===== src/rtl/tlc_pkg.sv =====
// Shared types and constants for the two-approach traffic-light phase scheduler.
package tlc_pkg;

    typedef enum logic [2:0] {
        NS_GREEN  = 3'd0,
        NS_YELLOW = 3'd1,
        RED_TO_EW = 3'd2,
        EW_GREEN  = 3'd3,
        EW_YELLOW = 3'd4,
        RED_TO_NS = 3'd5
    } phase_t;

    localparam logic [2:0] LIGHT_RED    = 3'b100;
    localparam logic [2:0] LIGHT_YELLOW = 3'b010;
    localparam logic [2:0] LIGHT_GREEN  = 3'b001;

    localparam logic [2:0] WAIT_MAX  = 3'd4;
    localparam logic [3:0] TIMER_MAX = 4'd15;

endpackage


===== src/rtl/approach_wait_counter.sv =====
// Saturating 0..4 demand counter for one approach; counts waiting ticks while not green.
module approach_wait_counter
    import tlc_pkg::*;
(
    input  logic       clk,
    input  logic       reset,
    input  logic       tick,
    input  logic       car,
    input  logic       is_green,
    input  logic       clear,
    output logic [2:0] count
);

    // NOTE: sequential state uses non-blocking assignments only, so every flop
    // samples pre-edge values regardless of block ordering.
    always_ff @(posedge clk or posedge reset) begin
        if (reset) begin
            count <= 3'd0;
        end else if (clear) begin
            count <= 3'd0;
        end else if (tick && car && !is_green) begin
            count <= (count >= WAIT_MAX) ? WAIT_MAX : count + 3'd1;
        end
    end

endmodule


===== src/rtl/tlc_phase_scheduler.sv =====
// Six-state NS/EW phase scheduler: FSM, tick-based phase timer and light decode.
module tlc_phase_scheduler
    import tlc_pkg::*;
#(
    parameter int MIN_GREEN     = 4,
    parameter int MAX_GREEN     = 12,
    parameter int YELLOW_TICKS  = 3,
    parameter int ALL_RED_TICKS = 1
) (
    input  logic       clk,
    input  logic       reset,
    input  logic       tick,
    input  logic       ns_car,
    input  logic       ew_car,
    output logic [2:0] ns_light,
    output logic [2:0] ew_light,
    output logic [2:0] ns_wait,
    output logic [2:0] ew_wait,
    output logic [2:0] phase
);

    localparam logic [4:0] MIN_N    = 5'(MIN_GREEN);
    localparam logic [4:0] MAX_N    = 5'(MAX_GREEN);
    localparam logic [4:0] YELLOW_N = 5'(YELLOW_TICKS);
    localparam logic [4:0] RED_N    = 5'(ALL_RED_TICKS);

    phase_t     state, next_state;
    logic [3:0] timer;
    logic [4:0] n;
    logic       state_change;

    // n counts the current tick too, so it can reach 16 once the timer saturates
    assign n            = {1'b0, timer} + 5'd1;
    assign state_change = (next_state != state);

    always_ff @(posedge clk or posedge reset) begin
        if (reset) begin
            state <= NS_GREEN;
            timer <= 4'd0;
        end else begin
            state <= next_state;
            if (state_change) begin
                timer <= 4'd0;
            end else if (tick && timer != TIMER_MAX) begin
                timer <= timer + 4'd1;
            end
        end
    end

    // NOTE: every always_comb output gets a default first so no path infers a latch.
    always_comb begin
        next_state = state;
        case (state)
            NS_GREEN:  if (tick && ((n >= MIN_N && ew_wait == WAIT_MAX) ||
                                    (n >= MAX_N && ew_wait != 3'd0)))     next_state = NS_YELLOW;
            NS_YELLOW: if (tick && n == YELLOW_N)                          next_state = RED_TO_EW;
            RED_TO_EW: if (tick && n == RED_N)                             next_state = EW_GREEN;
            EW_GREEN:  if (tick && ((n >= MIN_N && ns_wait == WAIT_MAX) ||
                                    (n >= MAX_N && ns_wait != 3'd0)))     next_state = EW_YELLOW;
            EW_YELLOW: if (tick && n == YELLOW_N)                          next_state = RED_TO_NS;
            RED_TO_NS: if (tick && n == RED_N)                             next_state = NS_GREEN;
            default:                                                       next_state = NS_GREEN;
        endcase
    end

    always_comb begin
        ns_light = LIGHT_RED;
        ew_light = LIGHT_RED;
        case (state)
            NS_GREEN:  ns_light = LIGHT_GREEN;
            NS_YELLOW: ns_light = LIGHT_YELLOW;
            EW_GREEN:  ew_light = LIGHT_GREEN;
            EW_YELLOW: ew_light = LIGHT_YELLOW;
            default:   ;
        endcase
    end

    assign phase = state;

    approach_wait_counter u_ns_wait (
        .clk      (clk),
        .reset    (reset),
        .tick     (tick),
        .car      (ns_car),
        .is_green (state == NS_GREEN),
        .clear    (state_change && next_state == NS_GREEN),
        .count    (ns_wait)
    );

    approach_wait_counter u_ew_wait (
        .clk      (clk),
        .reset    (reset),
        .tick     (tick),
        .car      (ew_car),
        .is_green (state == EW_GREEN),
        .clear    (state_change && next_state == EW_GREEN),
        .count    (ew_wait)
    );

endmodule


===== config.mk =====
export PLATFORM = sky130hd
export DESIGN_NAME = tlc_phase_scheduler
export DESIGN_NICKNAME = d
export VERILOG_FILES = /design/src/rtl/tlc_pkg.sv /design/src/rtl/approach_wait_counter.sv /design/src/rtl/tlc_phase_scheduler.sv
export SDC_FILE = /design/constraint.sdc
export NUM_CORES = 1
export LEC_CHECK = 0
export ABC_CLOCK_PERIOD_IN_PS = 7000
export BUFFER_PORTS_ARGS = -buffer_cell sky130_fd_sc_hd__buf_2
export CAP_MARGIN = 20
export CORE_ASPECT_RATIO = 1.1
export CORE_UTILIZATION = 56
export CTS_BUF_LIST = sky130_fd_sc_hd__clkbuf_2 sky130_fd_sc_hd__clkbuf_4 sky130_fd_sc_hd__clkbuf_8
export DETAILED_ROUTE_END_ITERATION = 6
export PLACE_DENSITY = 0.8
export SETUP_SLACK_MARGIN = 0.5
export SLEW_MARGIN = 20
export SYNTH_ARGS = -nofsm -noshare
export SYNTH_HDL_FRONTEND = slang
export SYNTH_HIERARCHICAL = 1
export SYNTH_SLANG_ARGS = --single-unit

===== constraint.sdc =====
create_clock -name clk -period 7 [get_ports clk]
set_clock_uncertainty 0.2 [all_clocks]
set_input_delay 1.05 -clock clk [delete_from_list [all_inputs] [get_ports clk]]
set_output_delay 1.05 -clock clk [all_outputs]
set_load 0.03 [all_outputs]

# Word-level counts from Yosys, hierarchy flattened
# Cells that the tools add are included.
dict set report totals {
  register_bits 13
  latchBits 0
  mem_bits_rw 0
  rom_bits 0
  input_bits 5
  wordCells 67
  n_memories 0
}
dict set report classes {
  add_sub_neg 4
  multipliers 0
  n_div 0
  order_cmp 4
  n_eq_ne 12
  shifts 0
  mux 17
  bitwise_logic 0
  n_reduce_logical 26
}
# cell n
set ops {}
lappend ops {{2-to-1 mux 3 bit} 12}
lappend ops {{case mux 3 bit (6 select lines)} 1}
lappend ops {{logical AND 1 bit} 15}
lappend ops {{equality test 3 bit (second input constant)} 4}
lappend ops {{case mux 3 bit (2 select lines)} 2}
lappend ops {{equality test 3 x 2 -> 1 bit (second input constant)} 3}
lappend ops {{2-to-1 mux 4 bit} 2}
lappend ops {{adder 3 x 1 -> 3 bit (second input constant)} 2}
lappend ops {{greater-or-equal comparator 3 bit (second input constant)} 2}
lappend ops {{logical NOT 3 bit} 2}
lappend ops {{nonzero test 2 bit} 3}
lappend ops {{nonzero test 3 bit} 2}
lappend ops {{adder 4 x 1 -> 5 bit (second input constant)} 1}
lappend ops {{equality test 5 x 1 -> 1 bit (second input constant)} 1}
lappend ops {{equality test 5 x 2 -> 1 bit (second input constant)} 1}
lappend ops {{greater-or-equal comparator 5 x 3 -> 1 bit (second input constant)} 1}
lappend ops {{greater-or-equal comparator 5 x 4 -> 1 bit (second input constant)} 1}
lappend ops {{adder 4 x 1 -> 4 bit (second input constant)} 1}
lappend ops {{!= test 4 bit (second input constant)} 1}
lappend ops {{equality test 3 x 1 -> 1 bit (second input constant)} 1}
lappend ops {{!= test 3 bit} 1}
lappend ops {{logical NOT 1 bit} 2}
lappend ops {{logical OR 1 bit} 2}

# Longest topological paths before layout
dict set report depth {
  word_depth 10
  depth_mapped 8
  ltp_nobuf 8
}

# Modules after synthesis
# Netlist, hierarchy kept.
# mod n_inst cells_each area_per_inst_um2 seq_area_each_um2
set modules_own_cells {}
lappend modules_own_cells {tlc_phase_scheduler 1 83 694.4 175.2}
lappend modules_own_cells {approach_wait_counter 2 18 191.4 75.1}

# Worst setup path after synthesis
# No wires, ideal clock.
dict set report synth_timing {
  path_kind {flip-flop to output port}
  startpoint {reg state[0] (netlist: phase[0])}
  endpoint {out ew_light[2]}
  arrival_ns 1.723
  t_required_ns 5.750
  slack_ns 4.027
  path_stages_with_launch 5
  path_buffers 1
  cell_sequence {dfrtp_1 clkbuf_1 inv_1 and3_1 nor2_1}
}
dict set report synth_via {
  elab_chain_len 2
  word_cells_on_any_way 3
  cone_classes {2 x eq/ne; 1 x mux}
}
# element line
set synth_rtl {}
lappend synth_rtl {{from (decl)} tlc_phase_scheduler.sv:27} ;# phase_t state, next_state;
lappend synth_rtl {{from (signal assigned)} tlc_phase_scheduler.sv:41} ;# state <= next_state;
lappend synth_rtl {{equality test 3 bit / equality test 3 x 2 -> 1 bit (equally long branches)} tlc_phase_scheduler.sv:69} ;# case (state)
lappend synth_rtl {{case mux 3 bit (2 select lines) *} tlc_phase_scheduler.sv:69}
lappend synth_rtl {{to (decl)} tlc_phase_scheduler.sv:16} ;# output logic [2:0] ew_light,
# Every way passes the cells marked *; elsewhere a longest branch is shown, timed or not.

# Worst setup path in the final report
dict set report layout_timing {
  startpoint {in tick}
  endpoint {reg u_ew_wait.count[0]}
}
dict set report layout_via {
  elab_chain_len 6
  word_cells_on_any_way 18
  cone_classes {2 x eq/ne; 8 x mux; 8 x reduce/logical}
}
# element line
set layout_rtl {}
lappend layout_rtl {{from (decl)} tlc_phase_scheduler.sv:12} ;# input logic tick,
lappend layout_rtl {{logical AND 1 bit, on equally long branches} n/a}
lappend layout_rtl {{2-to-1 mux 3 bit (tied with other cells)} tlc_phase_scheduler.sv:61} ;# RED_TO_NS: if (tick && n == RED_N) next_state = NS_GREEN;
lappend layout_rtl {{case mux 3 bit (6 select lines)} tlc_phase_scheduler.sv:53} ;# case (state)
lappend layout_rtl {{!= test 3 bit / equality test 3 x 2 -> 1 bit (equally long branches)} {tlc_phase_scheduler.sv:34, tlc_phase_scheduler.sv:96}}
lappend layout_rtl {{logical AND 1 bit} tlc_phase_scheduler.sv:96} ;# .clear (state_change && next_state == EW_GREEN),
lappend layout_rtl {{2-to-1 mux 3 bit / nonzero test 2 bit (equally long branches)} n/a}
lappend layout_rtl {{to (signal assigned)} approach_wait_counter.sv:22} ;# count <= (count >= WAIT_MAX) ? WAIT_MAX : count + 3'd1;
lappend layout_rtl {{to (decl)} approach_wait_counter.sv:11} ;# output logic [2:0] count
# Several ways; a longest one is shown, not always the timed one.
# A chain may end at the register's enable or synchronous reset.

==> impl_metrics.ini <==
[final_layout]
fin_util = 0.669
final_cell_mix = buf_2, inv_1, dfrtp_1, a21oi_1
nNetsFinal = 152
area_delta_synth_final_pct = 12.0
drive_above_1_share = 0.259
final_common_cell = buf_2
final_area_um2 = 1210
n_antenna_cell = 0

[global_route]
grt_pass1_vias = 853
grt_max_degree = 14
antenna_found_initial = 0
grt-ovfl-total = 0
grtUsageTotal = 0.248
grt_pass1_wl_mm = 3.80

[placed_design]
placed_area_um2 = 1180
hpwl_mm = 1.79
gp_congestion = 0.897
io_buffers = 19
dp_slack_ns = 3.85

[floorplanning]
die_h_um = 48
num_rows = 16
core_um2 = 1800
die_w_um = 43.8
dieArea_um2 = 2100
ioPinCount = 20
initial_utilization = 0.598

[sta]
setup_tns_ns = 0
fin_crit_ns = 2.89
fmax_mhz = 346
worst_pin_slew_ns = 0.468
final.setup.worst_slack_ns = 4.11
drv_slew = 0
rsz0062_at_grt = false
setup_viol = 0
finalCritPeriodShare = 0.413
maxSlewHeadroom = 0.685
hold_viol = 0

[logic_synthesis]
synth-edff-count = 0
seq_area_frac_synth = 0.302
ys_seq_elements = 13
ys_async_sr_fraction = 1.00
synth_cell_types = 46
synthCells = 119
syn_area_per_cell_um2 = 9.05
syn-num-nets = 131
syn_area_um2 = 1080
yosys_warnings = 6
ys.flop_type = dfrtp_1

[routing]
dr.pass1.iters = 6
vias_per_cell = 6.20
drt_iter0_drc = 20
drc = 2
ant_nets = 0
num_vias = 973
routed_wirelength_mm = 2.33
wl_per_cell_um = 14.8

[clock_network]
tritoncts = built
insertion_delay_ns = 0.27
clock-sinks = 13
ctsResizeCount = 0
h-tree-depth = 1
clockBufferDepth = 2
cts-root-buf = clkbuf_4
cts_buffers = 3
hold_buffers = 0
cts_setup_buffers = 0
path_clk_slew_ns = 0.08

[setup_path]
crit_path_max_fanout = 10
endpoint_kind = register
r2r_start = timer[1]$_DFFE_PP0P_
critical_path_class = in -> reg
critPathTopFamily = simple AND/OR/NAND/NOR gates
critPathLaunchType = input pin
path_buf_inv = 1
arrival_ns = 2.85
path_cells = buf_2 -> nor2b_1 -> nand3_1 -> nor3_1 -> and2b_4 -> mux2_2
slowest_delay_ns = 0.48
startpoint = tick
cp_data_required_time_ns = 6.96
crit_slowest_cell = nor3_1

[hold_path]
hold_path.class = reg -> reg
hold_start = u_ew_wait/count[2]$_DFFE_PP0P_

[power_and_ir_drop]
power_density_nw_per_um2 = 439
leakagePower_nw = 0.598
p_total_mw = 0.530
irDropWorstVdd_mv = 0.286

[status]
violations = design-rule violations
status = complete, but fails checks

[job]
timing.max_cap.violations = 0
synthesized netlist by cell type, types with 2 or more instances:
cell type,n,share of area
nor2_1,7,0.024
nand4b_1,2,0.016
and2b_4,2,0.019
nand2b_1,2,0.012
and3b_1,2,0.016
nand2b_2,2,0.016
mux2i_1,3,0.028
or3b_1,3,0.024
and3_1,3,0.017
and2_1,2,0.012
inv_1,15,0.052
a21o_1,2,0.014
mux2_2,2,0.021
a21oi_1,12,0.056
nand3_1,2,0.0093
or2_2,2,0.012
ha_1,7,0.081
o21ai_0,2,0.0093
nor3_1,4,0.019
clkbuf_1,2,0.0070
nor2b_1,2,0.012
nand2_1,3,0.010
dfrtp_1,13,0.30
metrics by stage:
step / cells / hold WS, ns
detailed placement: 153 / 0.382
CTS: 157 / 0.395
global placement: 153 / 0.374
floorplan: 119 / 0.421
finish: 157 / 0.393
global route: 157 / 0.430
routing by layer:
layer  routed length, um  up-vias  global-route usage
met1                1050      460               0.315
met2                1130       35               0.445
met4                  42        0              0.0688
met3                 110        9              0.0340
met5                   0        -                   0
li1                    -      469                   -
logic make-up (layout without fill, tap and decap cells):
kind of cell	Yosys count	after routing	synth area share
buf+inv	18	38	0.0697
xor+xnor	1	1	0.00813
flops	13	13	0.302
compound gates	34	34	0.249
fa+ha+maj	7	7	0.0813
mux	5	5	0.0488
simple gates	41	41	0.242
worst register-to-register path: stages, from the launching register on:
cell and delay [ns]:
dfrtp_1 0.46, ha_1 0.33, and2_1 0.22, a21o_1 0.20, nand3_1 0.24, nor3_1 0.48
and2b_4 0.25, mux2_2 0.25
layout make-up:
cell class,count,area [um2]
fill,154,596
sequential,13,325
inverter,15,56.3
timing repair buffer,19,95.1
clock buffer,4,30.0
tap,18,22.5
multi-input combinational,88,677
flip-flops by register name, indices dropped and copies added, names as in the netlist:
register,flops
timer,4
u_ew_wait/count,3
u_ns_wait/count,3
phase,3
path summary, 6_finish.rpt:
| kind | to | slack, ns | cells after the start |
|---|---|---|---|
| max | u_ew_wait/count[0]$_DFFE_PP0P_ | 4.11 | 6 |
| min | u_ew_wait/count[2]$_DFFE_PP0P_ | 0.39 | 2 |
| max reg2reg | u_ew_wait/count[0]$_DFFE_PP0P_ | 4.27 | 7 |
| min reg2reg | u_ew_wait/count[2]$_DFFE_PP0P_ | 0.39 | 2 |
| max in group asynchronous | phase[2]$_DFF_PP0_ | 5.85 | 2 |
| min in group asynchronous | u_ew_wait/count[1]$_DFFE_PP0P_ | 0.44 | 2 |
report_power, final:
group / internal (mW) / switching, mW
Combinational: 0.125 / 0.200
Clock: 0.0259 / 0.0247
Sequential: 0.103 / 0.0515
No activity file was read; power rests on OpenSTA's default activity.
